<file path="config.mk">
export PLATFORM = sky130hd
export DESIGN_NAME = uart_rx
export DESIGN_NICKNAME = d
export VERILOG_FILES = /design/src/rtl/uart_pkg.sv /design/src/rtl/uart_rx_sync.sv /design/src/rtl/uart_rx.sv
export SDC_FILE = /design/constraint.sdc
export NUM_CORES = 1
export LEC_CHECK = 0
export ABC_AREA = 1
export CAP_MARGIN = 0
export CORE_AREA = 2 2 53 67
export CTS_CLUSTER_DIAMETER = 30
export CTS_CLUSTER_SIZE = 40
export DETAILED_ROUTE_END_ITERATION = 7
export DIE_AREA = 0 0 55 69
export GPL_TIMING_DRIVEN = 0
export PLACE_DENSITY_LB_ADDON = 0.12
export SYNTH_ARGS = -nofsm -noshare
export SYNTH_HDL_FRONTEND = slang
export SYNTH_SLANG_ARGS = --single-unit
</file>
<file path="constraint.sdc">
create_clock -name clk -period 1.92 [get_ports clk]
set_input_delay 0.192 -clock clk [delete_from_list [all_inputs] [get_ports clk]]
set_output_delay 0.192 -clock clk [all_outputs]
set_load 0.005 [all_outputs]
</file>
<file path="src/rtl/uart_pkg.sv">
// uart_pkg: frame levels, defaults and receiver state encoding shared across the UART
package uart_pkg;
  localparam int OVERSAMPLE_DEF = 16;
  localparam int DATA_BITS_DEF = 8;
  localparam logic START_LVL = 1'b0;
  localparam logic STOP_LVL = 1'b1;
  localparam logic [2:0] IDLE = 3'd0;
  localparam logic [2:0] START = 3'd1;
  localparam logic [2:0] DATA = 3'd2;
  localparam logic [2:0] STOP = 3'd3;
  localparam logic [2:0] WAIT_IDLE = 3'd4;
endpackage

</file>
<file path="src/rtl/uart_rx_sync.sv">
// uart_rx_sync: two-flop synchroniser for an asynchronous input with selectable reset level
module uart_rx_sync #(
  parameter logic RST_VAL = 1'b1
) (
  input  logic clk,
  input  logic rst_,
  input  logic d,
  output logic q
);
  logic m;
  always_ff @(posedge clk or negedge rst_)
    if (!rst_) {q, m} <= {RST_VAL, RST_VAL};
    else {q, m} <= {m, d};
endmodule

</file>
<file path="src/rtl/uart_rx.sv">
// uart_rx: oversampling 8N1 receiver with valid/read output register, frame-error and overrun pulses
module uart_rx
  import uart_pkg::*;
#(
  parameter int DATA_BITS = DATA_BITS_DEF,
  parameter int OVERSAMPLE = OVERSAMPLE_DEF
) (
  input  logic                 clk,
  input  logic                 rst_,
  input  logic                 en,
  input  logic                 rxd,
  input  logic                 rd,
  output logic [DATA_BITS-1:0] dout,
  output logic                 dvalid,
  output logic                 ferr,
  output logic                 ovr
);
  localparam int TW = $clog2(OVERSAMPLE);
  localparam int BW = $clog2(DATA_BITS + 1);
  localparam logic [TW-1:0] T_MID = TW'(OVERSAMPLE / 2 - 2);
  localparam logic [TW-1:0] T_END = TW'(OVERSAMPLE - 1);
  localparam logic [BW-1:0] B_END = BW'(DATA_BITS - 1);
  logic                 rxd_s;
  logic [2:0]           state;
  logic [TW-1:0]        tick;
  logic [BW-1:0]        bits;
  logic [DATA_BITS-1:0] sr;
  logic                 stop_smp, good, bad;
  uart_rx_sync #(.RST_VAL(1'b1)) u_sync (.clk(clk), .rst_(rst_), .d(rxd), .q(rxd_s));
  assign stop_smp = en && state == STOP && tick == T_END;
  assign good = stop_smp && rxd_s == STOP_LVL;
  assign bad = stop_smp && rxd_s != STOP_LVL;
  // the IDLE tick that sees the start edge counts as tick 0, so START compares one below the mid index
  always_ff @(posedge clk or negedge rst_)
    if (!rst_) begin
      state <= IDLE;
      tick <= '0;
      bits <= '0;
      sr <= '0;
    end else if (en) begin
      case (state)
        IDLE: if (rxd_s == START_LVL) begin
          state <= START;
          tick <= '0;
        end
        START: if (tick == T_MID) begin
          state <= rxd_s == START_LVL ? DATA : IDLE;
          tick <= '0;
          bits <= '0;
        end else tick <= tick + 1'b1;
        DATA: if (tick == T_END) begin
          tick <= '0;
          sr <= {rxd_s, sr[DATA_BITS-1:1]};
          bits <= bits + 1'b1;
          if (bits == B_END) state <= STOP;
        end else tick <= tick + 1'b1;
        STOP: if (tick == T_END) begin
          tick <= '0;
          state <= rxd_s == STOP_LVL ? IDLE : WAIT_IDLE;
        end else tick <= tick + 1'b1;
        WAIT_IDLE: if (rxd_s == STOP_LVL) state <= IDLE;
        default: state <= IDLE;
      endcase
    end
  always_ff @(posedge clk or negedge rst_)
    if (!rst_) begin
      dout <= '0;
      dvalid <= 1'b0;
      ferr <= 1'b0;
      ovr <= 1'b0;
    end else begin
      ferr <= bad;
      ovr <= good && dvalid && !rd;
      if (good && (!dvalid || rd)) begin
        dout <= sr;
        dvalid <= 1'b1;
      end else if (rd && dvalid) dvalid <= 1'b0;
    end
endmodule

</file>
# Yosys cells after proc, flatten, opt, wreduce, memory -nomap -nowiden

Cells that the tools add are included.

Add/subtract/negate cells: 2
Multipliers: 0
Divide/modulo/power cells: 0
Magnitude comparators: 0
Eq/ne operators: 13
Shift operators: 0
Muxes and demuxes: 18
Bitwise gates (word level): 1
Reduce and logical (&&, ||, !) cells: 20

Operators with widths:

| cell                                                                    | number |
|---|---|
| 3-bit 2-to-1 mux                                                        | 7 |
| 4-bit 2-to-1 mux                                                        | 5 |
| 3-bit case mux with 5 select lines                                      | 1 |
| 4-bit case mux with 3 select lines                                      | 1 |
| 4-bit by 1-bit adder with 4-bit output, second input constant           | 2 |
| 4-bit by 3-bit == test with 1-bit output, second input constant         | 2 |
| 1-bit logical AND                                                       | 8 |
| 2-bit inequality test, second input constant                            | 4 |
| 4-bit case mux with 2 select lines                                      | 1 |
| 7-bit AND reduction                                                     | 1 |
| 3-bit by 2-bit == test with 1-bit output, second input constant         | 2 |
| 3-bit AND reduction                                                     | 2 |
| 4-bit == test, second input constant                                    | 1 |
| 2-bit by 1-bit inequality test with 1-bit output, second input constant | 2 |
| 4-bit AND reduction                                                     | 1 |
| 2-bit nonzero test                                                      | 2 |
| 3-bit by 1-bit == test with 1-bit output, second input constant         | 1 |
| 3-bit == test, second input constant                                    | 1 |
| 3-bit zero test                                                         | 1 |
| 3-bit nonzero test                                                      | 1 |
| 1-bit zero test                                                         | 2 |
| 1-bit 2-to-1 mux                                                        | 2 |
| 2-bit 2-to-1 mux                                                        | 1 |
| 2-bit OR reduction                                                      | 1 |
| 2 further kinds                                                         | 2 |

Register bits: 32
Latch bits: 0
RAM bits: 0
Memory bits (read-only): 0
Bits of input ports: 5
Output and inout bits: 11
Logic and storage cells: 64
Memories: 0

# Logic depth before layout (Yosys ltp)

Depth in word-level cells: 6
Mapped depth: 8
Gate-level depth less buffers: 8

# By module

Synthesis repeated with hierarchy kept, for this count alone.

Cell total of the unflattened synthesis: 172
Area, all modules: 1556.5 um^2

By module, submodules not included:

| module       | instances | cells an instance | area each (um^2) | sequential area each (um^2) |
|---|---|---|---|---|
| uart_rx      | 1         | 170               | 1503.9           | 750.7 |
| uart_rx_sync | 1         | 2                 | 52.6             | 52.6 |

# Least setup slack after synthesis

OpenSTA, ideal clock, no wires.

Kind: register -> register
From: register tick[1]
To: register dout[5]
Setup time: 0.118 ns
Arrival: 1.289 ns
Required time: 1.802 ns
Slack: 0.513 ns
Cell stages (with the launch flop): 8
Path buffers: 1
Period minus slack after synthesis: 1.407 ns
Cell sequence: dfrtp_1 -> ha_1 -> nand2_2 -> nor3_4 -> nand3_2 -> buf_6 -> nand2_2 -> o21ai_2

Longest elaborated chain between the ends: 4

Ends and longest elaborated chain:

| item                   | RTL line      | source |
|---|---|---|
| start, declared        | uart_rx.sv:25 | `logic [TW-1:0] tick;` |
| start signal, assigned | uart_rx.sv:50 | `end else tick <= tick + 1'b1;` |
| start signal, assigned | uart_rx.sv:56 | `end else tick <= tick + 1'b1;` |
| start signal, assigned | uart_rx.sv:60 | `end else tick <= tick + 1'b1;` |
| 4-bit == test          | uart_rx.sv:30 | `assign stop_smp = en && state == STOP && tick == T_END;` |
| 1-bit logical AND      | uart_rx.sv:30 |  |
| 1-bit logical AND      | uart_rx.sv:31 | `assign good = stop_smp && rxd_s == STOP_LVL;` |
| 1-bit logical AND      | uart_rx.sv:74 | `if (good && (!dvalid \|\| rd)) begin` |
| end signal, assigned   | uart_rx.sv:75 | `dout <= sr;` |
| end, declared          | uart_rx.sv:13 | `output logic [DATA_BITS-1:0] dout,` |

No other way between the ends.
A chain may end at the register's enable or synchronous reset.

# Worst setup path in the final report

Same ends and word-level chain as after synthesis.

==> impl_metrics.yaml <==
outcome:
  outcome: "finished clean"
clock_network:
  clk_path_buf_depth: 2
  ctsHoldBuffers: 0
  cts_root_buf: "clkbuf_8"
  cts_tree: "done"
  post-cts-setup-buffers: 0
  path_clk_slew_ns: 0.07
  htreeDepth: 2
  clkSinkCount: 32
  clk_latency_ns: 0.28
  cts_inserted_buffers: 5
  cts_resized: 0
die:
  die-area_mm2: 0.003795
  chipWidth_um: 55
  num_rows: 23
  fp.dieH_um: 69
  initial_core_util_pct: 48.30
  core_mm2: 0.003166
  pin_count: 16
sta:
  hold_violations: 0
  holdWs_ns: 0.3117
  worst_slack_ns: 0.2786
  timing.final.crit_share_pct: 85.49
  tightest_slew_ns: 0.6439
  max_slew_margin_pct: 56.94
  fin_setup_tns_ns: 0
  slew_violations: 0
  finClkSkew_ns: 0.005886
  max_freq_ghz: 0.6092
  finalSetupViolCount: 0
  fin_crit_ns: 1.641
  rsz0062_at_grt: "false"
final_layout:
  fin_nets: 203
  drive_above_1_share_pct: 20.41
  diodes: 0
  area_growth_pct: 19.97
synthesis:
  yosysTopAreaCellShare_pct: 49.10
  yosys-top-cells-area: "dfrtp_1 (49%), nand2_1 (12%), o21ai_2 (9.2%)"
  synth_area_per_cell_um2: 8.889
  synth_top_flop_cell: "dfrtp_1"
  synth_cell_types: 23
  syn_inst: 172
  synth_fp_nets: 180
  yosysMostFrequentCell: "nand2_1"
  yosysSeqAreaShare_pct: 52.54
  syn_area_mm2: 0.001529
  yosys-top-cells-count: "nand2_1 (50), dfrtp_1 (30), inv_1 (19)"
  yosys_warnings: 0
  yosysTopAreaCell: "dfrtp_1"
  synth_edf_count: 0
  synthArstFlopShare_pct: 100.0
  ys_ff_latch: 32
global_routing:
  grt_max_degree: 22
  grt_overflow: 0
  grt_pass1_wl_um: 5168
  antenna_found_initial: 0
  grt_pass1_vias: 1191
  grt_usage_pct: 18.69
pwr:
  p_leak_nw: 0.8702
  p_per_area_mw_per_mm2: 864.4
  ir_drop_mv: 0.6074
worst_setup_path:
  critPathRequiredTime_ns: 2.10
  worstSetupStartpointType: "flip-flop"
  worst-path-max-fanout: 10
  worstRegToRegCells: 7
  setup.worst_path.class: "flip-flop to flip-flop"
  worst_setup_path_end_kind: "flip-flop"
  worst_ep_arrival_time_ns: 1.82
placement:
  place_worst_setup_slack_ns: 0.1511
  dp.final_hpwl_um: 2146
  portBuffers: 15
  place_congestion: 0.8412
min_path:
  hold_class: "primary input to asynchronous set/reset pin"
route:
  wirelength_um: 2751
  viasPerCell: 4.910
  wire_per_inst_um: 11.81
  vias: 1144
  ant_nets: 0
  drt_iter0_drc: 20
  drc: 0
  drt-pass1-iter-count: 6
job:
  cap_viol_max_count: 0
==> final timing paths <==
path / from / to / slack (ns)
max: tick[1] / dout[5] / 0.28
min: rst_ / ovr / 0.31
max reg2reg: tick[1] / dout[5] / 0.28
min reg2reg: u_sync.m / u_sync.q / 0.36
max in group asynchronous: rst_ / u_sync.q / 1.01
min in group clk: rxd / u_sync.m / 0.31
==> per-layer routing <==
| layer | track usage [%] | part of all wire [%] | vias to the layer above |
|---|---|---|---|
| met5 | 0 | 0 | - |
| met4 | 8.943 | 2.5 | 0 |
| met3 | 6.061 | 3.9 | 7 |
| met2 | 30.69 | 54 | 16 |
| met1 | 20.80 | 40 | 530 |
| li1 | - | - | 591 |
==> report_power, final <==
part           switching [mW]  internal [mW]  total (mW)
clock                   0.233          0.254       0.487
sequential             0.0630          0.721       0.784
combinational           0.205          0.109       0.314
==> sequential cells by signal, summed over array words and instances (netlist names) <==
name      count
u_sync.q      1
u_sync.m      1
ovr           1
sr            8
state         3
tick          4
dout          8
ferr          1
bits          4
dvalid        1
==> critical path, stage by stage, from the launching register on <==
cell     delay, ns
dfrtp_1       0.41
ha_1          0.23
nand2_2       0.10
nor3_4        0.26
nand3_2       0.23
buf_6         0.21
nand2_2       0.06
o21ai_2       0.04
==> layout by cell type, fill, tap and decap left out <==
| cell type | netlist | final |
|---|---|---|
| nand2_1 | 50 | 50 |
| dfrtp_1 | 30 | 30 |
| inv_1 | 19 | 19 |
| o21ai_2 | 16 | 16 |
| clkdlybuf4s50_1 | 0 | 15 |
| nor2_1 | 13 | 13 |
| nand3_1 | 13 | 13 |
| clkbuf_8 | 0 | 5 |
| nand2_2 | 4 | 4 |
| inv_2 | 3 | 3 |
| ha_1 | 3 | 3 |
| nor2_2 | 2 | 2 |
| a21oi_1 | 2 | 2 |
| or2_2 | 2 | 2 |
| o21ai_1 | 2 | 2 |
| o21ai_0 | 2 | 2 |
| xor2_1 | 2 | 2 |
| clkbuf_1 | 0 | 2 |
| dfstp_2 | 2 | 2 |
| nor3_4 | 1 | 1 |
| nand4_1 | 1 | 1 |
| buf_4 | 1 | 1 |
| nand3_2 | 1 | 1 |
| buf_6 | 1 | 1 |
| o21bai_1 | 1 | 1 |
| nand3b_1 | 1 | 1 |
| clkinv_2 | 0 | 1 |
| buf_16 | 0 | 1 |
==> cell type report <==
cell class | instances | area, um2
clock inverters | 1 | 5.005
repair buffers | 16 | 177.7
inverters | 22 | 82.58
well taps | 37 | 46.29
fillers | 297 | 1331
plain buffers | 2 | 18.77
clock buffers | 7 | 76.32
multi-input cells | 116 | 624.3
flip-flops and latches | 32 | 803.3
==> stage by stage <==
step	util [%]	total power [mW]	instances	area [um2]
2_1_floorplan	-	1.013	172	1529
3_3_place_gp	54.51	1.090	224	1725
3_5_place_dp	55.38	1.114	225	1753
4_1_cts	57.94	1.611	233	1834
5_1_grt	57.94	1.708	233	1834
6_report	57.94	1.586	233	1834
==> kinds of logic after synthesis <==
group,share of synthesized area [%]
adder cells (fa/ha/maj),2.455
AO/OA/AOI/OAI,11.62
AND/OR/NAND/NOR,25.61
flip-flops,52.54
buffers and inverters,6.629
XOR/XNOR,1.146
No activity file was read; power rests on OpenSTA's default activity.
